## src/rtl/display_scan_ctrl_if.sv

```systemverilog
// Bus between the result writer and the display scan controller.
// The optional dim line exists only when DISPLAY_DIM_EN is defined.
interface display_scan_ctrl_if #(
    parameter int NUM_DIGITS = 4
);
    logic                          enable;
    logic                          wr_en;
    logic [$clog2(NUM_DIGITS)-1:0] wr_addr;
    logic [4:0]                    wr_data;
    logic                          commit_req;
    logic                          commit_ack;
    logic [4:0]                    code_out;
    logic [NUM_DIGITS-1:0]         digit_sel;
    logic                          frame_start;
`ifdef DISPLAY_DIM_EN
    logic                          dim;
`endif

    modport master (
        output enable, wr_en, wr_addr, wr_data, commit_req,
`ifdef DISPLAY_DIM_EN
        output dim,
`endif
        input  commit_ack, code_out, digit_sel, frame_start
    );

    modport slave (
        input  enable, wr_en, wr_addr, wr_data, commit_req,
`ifdef DISPLAY_DIM_EN
        input  dim,
`endif
        output commit_ack, code_out, digit_sel, frame_start
    );
endinterface

```

## src/rtl/display_scan_ctrl.sv

```systemverilog
// Time-multiplexed scan controller for common-anode 7-segment digits with a
// double-buffered code store. Define DISPLAY_DIM_EN to add the half-duty dim input.
module display_scan_ctrl #(
    parameter int NUM_DIGITS   = 4,
    parameter int PRESCALE     = 50000,
    parameter int BLANK_CYCLES = 500
) (
    input  logic                    clk,
    input  logic                    rst_n,
    display_scan_ctrl_if.slave      scan_bus
);
    localparam int IDX_W = $clog2(NUM_DIGITS);
    localparam int CNT_W = $clog2(PRESCALE);

    localparam logic [IDX_W-1:0]      IDX_LAST       = IDX_W'(NUM_DIGITS - 1);
    localparam logic [CNT_W-1:0]      CNT_LAST       = CNT_W'(PRESCALE - 1);
    localparam logic [CNT_W-1:0]      BLANK_LAST     = CNT_W'(BLANK_CYCLES - 1);
    localparam logic [IDX_W:0]        NUM_DIGITS_EXT = (IDX_W + 1)'(NUM_DIGITS);
    localparam logic [NUM_DIGITS-1:0] SEL_OFF        = {NUM_DIGITS{1'b1}};
    localparam logic [NUM_DIGITS-1:0] SEL_ONE        = {{(NUM_DIGITS-1){1'b0}}, 1'b1};
`ifdef DISPLAY_DIM_EN
    localparam logic [CNT_W-1:0]      DIM_END        =
        CNT_W'(BLANK_CYCLES + (PRESCALE - BLANK_CYCLES) / 2);
`endif

    typedef enum logic [1:0] {
        ST_OFF   = 2'd0,
        ST_BLANK = 2'd1,
        ST_SHOW  = 2'd2
    } state_t;

    state_t                r_state;
    logic [CNT_W-1:0]      r_cnt;
    logic [IDX_W-1:0]      r_idx;
    logic [4:0]            r_code_out;
    logic [NUM_DIGITS-1:0] r_digit_sel;
    logic                  r_frame_start;
    logic                  r_commit_ack;
    logic [4:0]            r_shadow [NUM_DIGITS];
    logic [4:0]            r_active [NUM_DIGITS];

    logic                  w_slot_end;
    logic                  w_copy;
    logic                  w_wr_ok;
    logic [CNT_W-1:0]      w_cnt_inc;
    logic [IDX_W-1:0]      w_idx_inc;
    logic [NUM_DIGITS-1:0] w_sel_show;
    logic [4:0]            w_active_nxt [NUM_DIGITS];

    // Next-cycle helpers: slot timing, commit decision and the post-edge active bank.
    always_comb begin
        w_slot_end = (r_cnt == CNT_LAST);
        w_cnt_inc  = r_cnt + CNT_W'(1'b1);
        w_idx_inc  = (r_idx == IDX_LAST) ? {IDX_W{1'b0}} : (r_idx + IDX_W'(1'b1));
        w_wr_ok    = scan_bus.wr_en && ({1'b0, scan_bus.wr_addr} < NUM_DIGITS_EXT);
        // The ack cycle itself never starts a copy; a held request re-arms one cycle later.
        w_copy     = scan_bus.commit_req && !r_commit_ack &&
                     ((r_state == ST_OFF) ||
                      ((r_state == ST_SHOW) && (r_idx == IDX_LAST) && w_slot_end));
`ifdef DISPLAY_DIM_EN
        w_sel_show = (scan_bus.dim && (w_cnt_inc >= DIM_END)) ? SEL_OFF : ~(SEL_ONE << r_idx);
`else
        w_sel_show = ~(SEL_ONE << r_idx);
`endif
        for (int i = 0; i < NUM_DIGITS; i++) begin
            w_active_nxt[i] = w_copy ? r_shadow[i] : r_active[i];
        end
    end

    // Shadow/active code banks: writes land in shadow, commits copy the pre-write shadow.
    always_ff @(posedge clk or negedge rst_n) begin
        if (!rst_n) begin
            for (int i = 0; i < NUM_DIGITS; i++) begin
                r_shadow[i] <= 5'd0;
                r_active[i] <= 5'd0;
            end
        end else begin
            if (w_copy) begin
                for (int i = 0; i < NUM_DIGITS; i++) begin
                    r_active[i] <= r_shadow[i];
                end
            end
            if (w_wr_ok) begin
                r_shadow[scan_bus.wr_addr] <= scan_bus.wr_data;
            end
        end
    end

    // Scan FSM with prescaler; outputs are registered alongside the state they describe.
    always_ff @(posedge clk or negedge rst_n) begin
        if (!rst_n) begin
            r_state       <= ST_OFF;
            r_cnt         <= {CNT_W{1'b0}};
            r_idx         <= {IDX_W{1'b0}};
            r_code_out    <= 5'd0;
            r_digit_sel   <= SEL_OFF;
            r_frame_start <= 1'b0;
            r_commit_ack  <= 1'b0;
        end else begin
            r_frame_start <= 1'b0;
            r_commit_ack  <= w_copy;
            if (!scan_bus.enable) begin
                r_state     <= ST_OFF;
                r_cnt       <= {CNT_W{1'b0}};
                r_idx       <= {IDX_W{1'b0}};
                r_code_out  <= 5'd0;
                r_digit_sel <= SEL_OFF;
            end else begin
                case (r_state)
                    ST_OFF: begin
                        r_state       <= ST_BLANK;
                        r_cnt         <= {CNT_W{1'b0}};
                        r_idx         <= {IDX_W{1'b0}};
                        r_frame_start <= 1'b1;
                        r_code_out    <= w_active_nxt[0];
                        r_digit_sel   <= SEL_OFF;
                    end
                    ST_BLANK: begin
                        r_cnt      <= w_cnt_inc;
                        r_code_out <= w_active_nxt[r_idx];
                        if (r_cnt == BLANK_LAST) begin
                            r_state     <= ST_SHOW;
                            r_digit_sel <= w_sel_show;
                        end else begin
                            r_state     <= ST_BLANK;
                            r_digit_sel <= SEL_OFF;
                        end
                    end
                    ST_SHOW: begin
                        if (w_slot_end) begin
                            r_state       <= ST_BLANK;
                            r_cnt         <= {CNT_W{1'b0}};
                            r_idx         <= w_idx_inc;
                            r_frame_start <= (r_idx == IDX_LAST);
                            r_code_out    <= w_active_nxt[w_idx_inc];
                            r_digit_sel   <= SEL_OFF;
                        end else begin
                            r_state     <= ST_SHOW;
                            r_cnt       <= w_cnt_inc;
                            r_code_out  <= w_active_nxt[r_idx];
                            r_digit_sel <= w_sel_show;
                        end
                    end
                    default: begin
                        r_state     <= ST_OFF;
                        r_cnt       <= {CNT_W{1'b0}};
                        r_idx       <= {IDX_W{1'b0}};
                        r_code_out  <= 5'd0;
                        r_digit_sel <= SEL_OFF;
                    end
                endcase
            end
        end
    end

    assign scan_bus.code_out    = r_code_out;
    assign scan_bus.digit_sel   = r_digit_sel;
    assign scan_bus.frame_start = r_frame_start;
    assign scan_bus.commit_ack  = r_commit_ack;
endmodule
```

## src/flat_wrapper.sv

```systemverilog
// flat-port wrapper written by rule: the top's interface ports become plain ports
module display_scan_ctrl_flat 
#(
    parameter int NUM_DIGITS   = 4,
    parameter int PRESCALE     = 50000,
    parameter int BLANK_CYCLES = 500
)
  (clk, rst_n, scan_bus_enable, scan_bus_wr_en, scan_bus_wr_addr, scan_bus_wr_data, scan_bus_commit_req, scan_bus_commit_ack, scan_bus_code_out, scan_bus_digit_sel, scan_bus_frame_start);
  display_scan_ctrl_if #(.NUM_DIGITS(NUM_DIGITS)) scan_bus_i ();
  input  logic clk;
  input  logic rst_n;
  input wire logic [$bits(scan_bus_i.enable)-1:0] scan_bus_enable;
  input wire logic [$bits(scan_bus_i.wr_en)-1:0] scan_bus_wr_en;
  input wire logic [$bits(scan_bus_i.wr_addr)-1:0] scan_bus_wr_addr;
  input wire logic [$bits(scan_bus_i.wr_data)-1:0] scan_bus_wr_data;
  input wire logic [$bits(scan_bus_i.commit_req)-1:0] scan_bus_commit_req;
  output wire logic [$bits(scan_bus_i.commit_ack)-1:0] scan_bus_commit_ack;
  output wire logic [$bits(scan_bus_i.code_out)-1:0] scan_bus_code_out;
  output wire logic [$bits(scan_bus_i.digit_sel)-1:0] scan_bus_digit_sel;
  output wire logic [$bits(scan_bus_i.frame_start)-1:0] scan_bus_frame_start;
  assign scan_bus_i.enable = scan_bus_enable;
  assign scan_bus_i.wr_en = scan_bus_wr_en;
  assign scan_bus_i.wr_addr = scan_bus_wr_addr;
  assign scan_bus_i.wr_data = scan_bus_wr_data;
  assign scan_bus_i.commit_req = scan_bus_commit_req;
  assign scan_bus_commit_ack = scan_bus_i.commit_ack;
  assign scan_bus_code_out = scan_bus_i.code_out;
  assign scan_bus_digit_sel = scan_bus_i.digit_sel;
  assign scan_bus_frame_start = scan_bus_i.frame_start;
  display_scan_ctrl #(.NUM_DIGITS(NUM_DIGITS), .PRESCALE(PRESCALE), .BLANK_CYCLES(BLANK_CYCLES)) u_core (.clk(clk), .rst_n(rst_n), .scan_bus(scan_bus_i));
endmodule
```

## config.mk

```make
export PLATFORM = sky130hd
export DESIGN_NAME = display_scan_ctrl_flat
export DESIGN_NICKNAME = d
export VERILOG_FILES = /design/src/rtl/display_scan_ctrl_if.sv /design/src/rtl/display_scan_ctrl.sv /design/src/flat_wrapper.sv
export SDC_FILE = /design/constraint.sdc
export NUM_CORES = 1
export LEC_CHECK = 0
export ABC_AREA = 1
export CAP_MARGIN = 15
export CORE_MARGIN = 5
export CORE_UTILIZATION = 40
export DETAILED_ROUTE_END_ITERATION = 7
export GPL_TIMING_DRIVEN = 0
export PLACE_DENSITY = 0.69
export SETUP_SLACK_MARGIN = 0.2
export SLEW_MARGIN = 30
export SYNTH_ARGS = -nofsm -noshare
export SYNTH_HDL_FRONTEND = slang
export SYNTH_SLANG_ARGS = --single-unit
export TNS_END_PERCENT = 20
```

## constraint.sdc

```tcl
create_clock -name clk -period 4.7 [get_ports clk]
set_input_delay 0.94 -clock clk [delete_from_list [all_inputs] [get_ports clk]]
set_output_delay 0.94 -clock clk [all_outputs]
set_load 0.01 [all_outputs]
```

Word-level counts from Yosys, hierarchy flattened
Index checks and enable logic that the tools add are counted.

Register bits after elaboration: 71. Input bits: 12. Output and inout bits: 11. Logic and storage cells: 76.

Add/subtract/negate cells: 2. $lt $le $gt $ge: 4. Eq/ne operators: 7. Shift-type cells: 1. Muxes and demuxes: 34. Bitwise gates (word level): 4. Reductions and logical operators: 9.

Operators by type and width (count): 2-to-1 mux 5 bit (11); 2-to-1 mux 16 bit (2); one-hot mux 16 bit (2 select lines) (1); binary-select mux 5 bit (select 2 bit) (2); bitwise mux 20 bit (1); adder 16 x 1 -> 16 bit, second input constant (1); == test 16 bit, second input constant (1); == test 16 x 9 -> 1 bit, second input constant (1); one-hot mux 5 bit (3 select lines) (1); 2-to-1 mux 2 bit (6); 2-to-1 mux 4 bit (3); demux 5 bit (select 2 bit) (1); greater-or-equal comparator 3 bit, second input constant (3); inverter 2 -> 3 bit (3); one-hot mux 4 bit (2 select lines) (1); one-hot mux 2 bit (3 select lines) (1); logical AND 1 bit (5); == test 2 bit, second input constant (2); inverter 4 bit (1); one-hot mux 2 bit (2 select lines) (1); left shift 1 x 2 -> 4 bit, first input constant (1); less-than comparator 3 x 1 -> 1 bit, second input constant (1); inequality test 3 x 2 -> 1 bit, second input constant (1); adder 2 x 1 -> 2 bit, second input constant (1); other kinds (8) (9).

Depth between registers and ports, before layout
Gate-level depths: netlist of run 1.

Depth after elaboration: 12. Gate-level depth with buffers: 16. Gate-level depth less buffers: 15.

Worst setup path after synthesis of run 1
OpenSTA, ideal clock, no wires.

Path type: input to register. From: input scan_bus_commit_req. To: register u_core.r_code_out[2] (netlist: u_core.scan_bus.code_out[2]). Setup time: 0.113 ns. Data arrival time: 1.996 ns. Required time: 4.587 ns. Setup slack: 2.591 ns. Cell stages on the path: 10. Buffers on the path: 1. Cells stage by stage: inv_1 nor2_1 clkbuf_1 nand3_1 nand3_1 nand3_1 nand3_1 nand3_1 nand2_1 inv_1.

Cells in the longest elaborated chain, start to end: 9. Elaborated cells between the ends (all ways): 15. Classes of those cells: mux (13); reduce/logical (2).

Ends and longest elaborated chain: from (decl) (line flat_wrapper.sv:16) `input wire logic [$bits(scan_bus_i.commit_req)-1:0] scan_bus_commit_req;`; logical AND 1 bit * (2 in a row) (line display_scan_ctrl.sv:57) `w_copy = scan_bus.commit_req && !r_commit_ack &&`; 2-to-1 mux 5 bit (line display_scan_ctrl.sv:66) `w_active_nxt[i] = w_copy ? r_shadow[i] : r_active[i];`; binary-select mux 5 bit (select 2 bit), on equally long branches (line display_scan_ctrl.sv:120, display_scan_ctrl.sv:140, display_scan_ctrl.sv:135); 2-to-1 mux 5 bit, on equally long branches (2 in a row) (line display_scan_ctrl.sv:120, display_scan_ctrl.sv:140, display_scan_ctrl.sv:135); 2-to-1 mux 5 bit (line display_scan_ctrl.sv:130) `if (w_slot_end) begin`; one-hot mux 5 bit (3 select lines) * (line display_scan_ctrl.sv:109) `case (r_state)`; 2-to-1 mux 5 bit * (line display_scan_ctrl.sv:102) `if (!scan_bus.enable) begin`; to (signal assigned) (line display_scan_ctrl.sv:120) `r_code_out <= w_active_nxt[r_idx];`; to (signal assigned) (line display_scan_ctrl.sv:135) `r_code_out <= w_active_nxt[w_idx_inc];`; to (signal assigned) (line display_scan_ctrl.sv:140) `r_code_out <= w_active_nxt[r_idx];`; to (decl) (line display_scan_ctrl.sv:35) `logic [4:0] r_code_out;`.

Every way passes the cells marked *; elsewhere a longest branch is shown, timed or not. The select of a mux whose other input is x is not followed. A chain may end at the register's enable or synchronous reset.

Worst setup path in the final report of run 1
Ends and elaborated chain as after synthesis.

==> results of run 1 <==
[Yosys cell counts]
cell / n / area (um2)
dfrtp_1: 67 / 1680
nor4_1: 1 / 6.26
o21ai_2: 1 / 8.76
inv_2: 1 / 3.75
nor3b_1: 2 / 15.0
nor2_2: 3 / 18.8
buf_8: 1 / 15.0
inv_1: 51 / 191
nand2_2: 15 / 93.8
clkbuf_1: 2 / 7.51
ha_1: 9 / 113
a31oi_1: 2 / 12.5
nand2_1: 84 / 315
nand3b_1: 5 / 37.5
xor2_1: 3 / 26.3
buf_6: 3 / 33.8
buf_2: 5 / 25.0
xnor2_1: 2 / 17.5
nor3_1: 11 / 55.1
and2_1: 6 / 37.5
o21a_1: 1 / 7.51
o21ai_0: 29 / 145
nand3_1: 92 / 460
a21oi_1: 5 / 25.0
nand4_1: 1 / 6.26
nand2_4: 4 / 45.0
nor2_1: 25 / 93.8
dfstp_2: 4 / 105
nand3_2: 2 / 20.0
o21ai_1: 1 / 5.00
[power by group]
part	leakage [uW]	total (uW)	switching (uW)	internal, uW
Combinational	0.00104	258	151	107
Clock	0.000111	557	252	305
Sequential	0.000911	722	35.5	686
Total	0.00206	1540	438	1100
[critical path, delay by kind of cell]
| kind | cells | cell delay [ps] |
|---|---|---|
| buffers and inverters | 4 | 900 |
| and+or+nand+nor | 7 | 980 |
[routing by layer]
metal | wire length, um | GRT usage [%] | up-vias
li1 | - | - | 1496
met1 | 3900 | 21.9 | 1353
met2 | 3400 | 22.2 | 91
met3 | 374 | 2.47 | 10
met4 | 148 | 7.03 | 0
met5 | 0 | 0 | -
[layout make-up]
type                       count  share of cell area, %
timing repair buffer          23                   5.80
sequential                    71                   42.1
buffer                        11                   1.92
tap                          108                   3.19
clock inverter                 7                   2.43
multi-input combinational    304                   37.0
clock buffer                   9                   2.93
inverter                      52                   4.61
[how the worst max path moves through the flow]
stage | end | slack (ps)
5_1_grt | u_core.scan_bus.code_out[1]$_DFF_PN0_ | 1890
2_1_floorplan | u_core.scan_bus.code_out[2]$_DFF_PN0_ | 2590
3_5_place_dp | u_core.scan_bus.code_out[2]$_DFF_PN0_ | 1780
3_3_place_gp | u_core.r_active[8]$_DFFE_PN0N_ | 280
6_report | u_core.scan_bus.code_out[2]$_DFF_PN0_ | 2130
4_1_cts | u_core.scan_bus.code_out[4]$_DFF_PN0_ | 2170
[sequential cells by signal, indices dropped and copies added, names as in the netlist]
| signal | flops |
|---|---|
| u_core.scan_bus.code_out | 5 |
| u_core.r_active | 20 |
| u_core.scan_bus.digit_sel | 4 |
| u_core.r_idx | 2 |
| u_core.r_cnt | 16 |
| u_core.r_state | 2 |
| u_core.scan_bus.commit_ack | 1 |
| u_core.r_shadow | 20 |
| u_core.scan_bus.frame_start | 1 |
[cells by family (layout without fill, tap and decap cells)]
family	Yosys count	count (layout)	synth area share, %
AOI/OAI and AO/OA	39	39	5.63
xor gates and xnor gates	5	5	1.21
adders and majority gates	9	9	3.11
buffers and inverters	63	102	7.63
DFF	71	71	49.2
and+or+nand+nor	251	251	33.3
[placed cells by master (no fill, tap or decap), types with 6 or more instances in the layout]
master / netlist / layout
inv_1: 51 / 51
ha_1: 9 / 9
dfrtp_1: 67 / 67
nor3_1: 11 / 11
clkdlybuf4s50_1: 0 / 21
clkbuf_8: 0 / 9
o21ai_0: 29 / 29
nand3_1: 92 / 92
and2_1: 6 / 6
nand2_1: 84 / 84
nand2_2: 15 / 15
nor2_1: 25 / 25
[per-stage QoR]
step	instance area [um2]	hold slack, ps	worst slack, ps	util [%]	std cells
final	4230	470	2130	48.3	585
after global routing	4230	491	1890	48.3	585
after CTS	4230	471	2170	48.3	585
after detailed placement	4000	461	1780	45.7	569
after global placement	3980	446	276	45.4	568
after floorplan	3620	433	2590	-	438
==> impl_metrics.yaml, run 1 <==
die:
  die-width_um: 105
  row_count: 34
  die_area_um2: 11100
  core_area_um2: 8760
  ios: 23
  initial_utilization_pct: 41.3
  die_h_um: 105
route:
  ant_nets: 0
  routed_wl_um: 7830
  drtIter0Drc: 154
  vias_per_cell: 5.04
  first_pass_iters: 4
  num_vias: 2950
  wire_per_inst_um: 13.4
  drcViolationCount: 0
synthesis:
  yosys_warnings: 0
  ys_ff_latch: 71
  syn-num-nets: 459
  netlist_area_um2: 3620
  ys_seq_area_share_pct: 49.2
  synthCells: 438
  ys_types: 30
  syn_area_per_cell_um2: 8.27
timing:
  fin_setup_tns_ps: 0
  rsz0062_at_grt: "no"
  tightest_slew_ps: 556
  finalSetupViolations: 0
  max_freq_mhz: 389
  relSlewSlack_pct: 62.7
  min_period_ps: 2570
  finalHoldViolations: 0
  skew_ps: 9.83
  finalCritPeriodShare_pct: 54.7
  drv_slew: 0
clocking:
  holdBufCountCts: 0
  cts_setup_buffers: 0
  cts_made_buffers: 9
  clkTransAtPathRegs_ps: 90
  clock_sinks: 71
  cts_resized: 0
  clk_latency_ps: 350
  root_buffer: "clkbuf_8"
  clockBufferDepth: 2
  cts_tree: "yes"
  cts_max_level: 3
place:
  io_buffers: 22
  place_hpwl_um: 5610
  place_congestion: 0.843
pwr:
  p_leak_uw: 0.00206
  power.density_nw_per_um2: 363
  power_uw: 1540
  worst_ir_drop_vdd_v: 0.000159
global_route:
  grt-ovfl-total: 0
  grt_start_max_net_pins: 45
  grt_pass1_vias: 2908
  grt_pass1_wl_um: 13800
  grtUsageTotal_pct: 15.2
  grt_antenna_before_repair: 0
min_path:
  hp-start: "u_core.r_cnt[0]$_DFF_PN0_"
  hold_depth: 1
  hold_end: "u_core.r_cnt[0]$_DFF_PN0_"
  hold_class: "flop to flop"
worst_setup_path:
  reg2reg_slack_ps: 2460
  cp-startpoint: "scan_bus_commit_req"
  ff2ff_path_depth: 11
  worst_ep_arrival_time_ps: 2830
  path_class: "input port to flop"
  rr_endpoint: "u_core.r_cnt[7]$_DFF_PN0_"
  path_common_cell: "nand3_1"
  endpoint_kind: "flop"
  slowest_stage: "clkdlybuf4s50_1"
  cp_cell_sequence: "clkdlybuf4s50_1 > inv_1 > nor2_1 > clkbuf_1 > nand3b_1 > nand3_1 > nand3_1 > nand3_1 > nand3_1 > nand2_1 > inv_1"
  path_max_fanout: 10
  max_stage_delay_ps: 460
  crit_path_start_kind: "input port"
  timing.rr.start: "u_core.r_cnt[0]$_DFF_PN0_"
  required_ps: 4960
layout:
  drive_above_1_share_pct: 11.9
  layout.nets: 493
  seq_area_um2: 1780
  syn_to_final_growth_pct: 16.7
  multi_input_area_um2: 1570
  diodes: 0
  num-fill-cells: 843
run:
  cap_violations: 0
status:
  status: "finished, final reports clean"
No activity file was read; power rests on OpenSTA's default activity.
==> inputs of run 2 (changes only) <==
==> constraint.sdc (replaced) <==
create_clock -name clk -period 2.5 [get_ports clk]
set_input_delay 0.5 -clock clk [delete_from_list [all_inputs] [get_ports clk]]
set_output_delay 0.5 -clock clk [all_outputs]
set_load 0.01 [all_outputs]
==> impl_metrics.yaml, run 2 (synthesis gave the netlist of run 1 again) <==
worst_setup_path:
  worst_ep_arrival_time_ps: 2380
  slowest_stage: "dfrtp_1"
  endpoint_kind: "flop"
  crit_path_start_kind: "flop"
  cp_cell_sequence: "ha_2 > nand3_4 > nor2_4 > nand2_1 > nand2_1 > nand2_1 > inv_1 > nor2_1 > nand2_2 > buf_2 > nor3_1"
  path_common_cell: "nand2_1"
  timing.rr.start: "u_core.r_cnt[0]$_DFF_PN0_"
  critPathTopFamily: "simple AND/OR/NAND/NOR gates"
  path_max_fanout: 10
  max_stage_delay_ps: 400
  crit_buf_inv: 2
  cp-startpoint: "u_core.r_cnt[0]$_DFF_PN0_"
  required_ps: 2770
  path_class: "flop to flop"
layout:
  layout.nets: 493
  final_common_cell: "nand3_1"
  final_area_um2: 4250
  final_util_pct: 48.5
  syn_to_final_growth_pct: 17.4
  reg_top3: "u_core.r_active x20, u_core.r_shadow x20, u_core.r_cnt x16"
  num-fill-cells: 839
  drive_above_1_share_pct: 13.2
  instances_no_fill: 585
  mostFrequentLayoutCells: "nand3_1 (92), nand2_1 (83), dfrtp_1 (66)"
  diodes: 0
global_route:
  grt_pass1_vias: 2908
  grtUsageTotal_pct: 15.2
  grt_start_max_net_pins: 45
  grt_antenna_before_repair: 0
  grt-ovfl-total: 0
  grt_pass1_wl_um: 13800
clocking:
  cts_setup_buffers: 0
  cts_tree: "yes"
  clock_sinks: 71
  holdBufCountCts: 0
  clockBufferDepth: 2
  root_buffer: "clkbuf_8"
  cts_resized: 0
  cts_made_buffers: 9
  clk_latency_ps: 350
  cts_max_level: 3
  clkTransAtPathRegs_ps: 80
timing:
  final.setup.worst_slack_ps: 388
  drv_slew: 0
  rsz0062_at_grt: "no"
  finalSetupViolations: 0
  skew_ps: 12.5
  tightest_slew_ps: 533
  finalCritPeriodShare_pct: 84.5
  relSlewSlack_pct: 64.2
  min_period_ps: 2110
  max_freq_mhz: 473
  finalHoldViolations: 0
pwr:
  p_leak_uw: 0.00207
  pwr-share-comb_pct: 16.8
  p_seq_share_pct: 47.0
  power_uw: 2890
  power.density_nw_per_um2: 679
  clkPwrFrac_pct: 36.2
  swShare_pct: 28.5
  p_switching_uw: 823
  intPower_uw: 2070
  worst_ir_drop_vdd_v: 0.000295
place:
  place_hpwl_um: 5610
  place_congestion: 0.843
  io_buffers: 22
  place_ws_ps: 23.7
  place_area_um2: 4000
  dp.cells: 569
route:
  drcViolationCount: 0
  num_vias: 2968
  first_pass_iters: 5
  vias_per_cell: 5.07
  drtIter0Drc: 172
  routed_wl_um: 7850
  wire_per_inst_um: 13.4
  ant_nets: 0
min_path:
  hold_class: "input port to async pin"
die:
  initial_utilization_pct: 41.3
  ios: 23
  die_h_um: 105
  die-width_um: 105
  die_area_um2: 11100
  row_count: 34
  core_area_um2: 8760
status:
  status: "finished, final reports clean"
run:
  cap_violations: 0
[run 2: area by class of cell]
cell class / count / area (um2) / area share, %
multi-input cells: 304 / 1590 / 37.3
well taps: 108 / 135 / 3.18
clock inverters: 7 / 103 / 2.41
flip-flops and latches: 71 / 1780 / 41.9
inverters: 52 / 195 / 4.59
plain buffers: 11 / 83.8 / 1.97
repair buffers: 23 / 245 / 5.76
clock buffers: 9 / 124 / 2.91
[run 2: worst register-to-register path, delay by kind of cell, from the launching register on]
kind | cells | cell delay (ps)
flip-flops | 1 | 400
adder cells (fa/ha/maj) | 1 | 230
buffers and inverters | 2 | 330
AND/OR/NAND/NOR | 8 | 1080
[run 2: final timing paths]
path / endpoint / slack (ps) / cells past startpoint
min in group clk: u_core.r_cnt[0]$_DFF_PN0_ / 470 / 1
max in group asynchronous: u_core.r_idx[1]$_DFFE_PN0P_ / 1870 / 2
setup / recovery: u_core.r_cnt[7]$_DFF_PN0_ / 390 / 11
hold reg to reg: u_core.r_cnt[0]$_DFF_PN0_ / 470 / 1
hold / removal: u_core.r_cnt[0]$_DFF_PN0_ / 70 / 1
setup reg to reg: u_core.r_cnt[7]$_DFF_PN0_ / 390 / 11
[run 2: metal layers]
layer	track usage [%]	up-vias	share of wire, %
met4	7.03	0	1.9
met3	2.47	10	4.7
met2	22.2	77	44
met5	0	-	0
li1	-	1496	-
met1	21.9	1385	50
[run 2: power groups by stage]
stage | combinational (uW) | sequential, uW | clock [uW]
after floorplan | 327 | 1370 | 0
after global placement | 465 | 1370 | 0
after detailed placement | 484 | 1380 | 0
after CTS | 487 | 1360 | 1070
after global routing | 561 | 1370 | 1120
final | 485 | 1360 | 1050
[run 2: stage by stage]
stage	hold slack, ps	TNS [ps]
floorplan	204	0
global placement	446	-101920
detailed placement	452	0
CTS	66.8	0
global route	91.4	0
finish	65.3	0
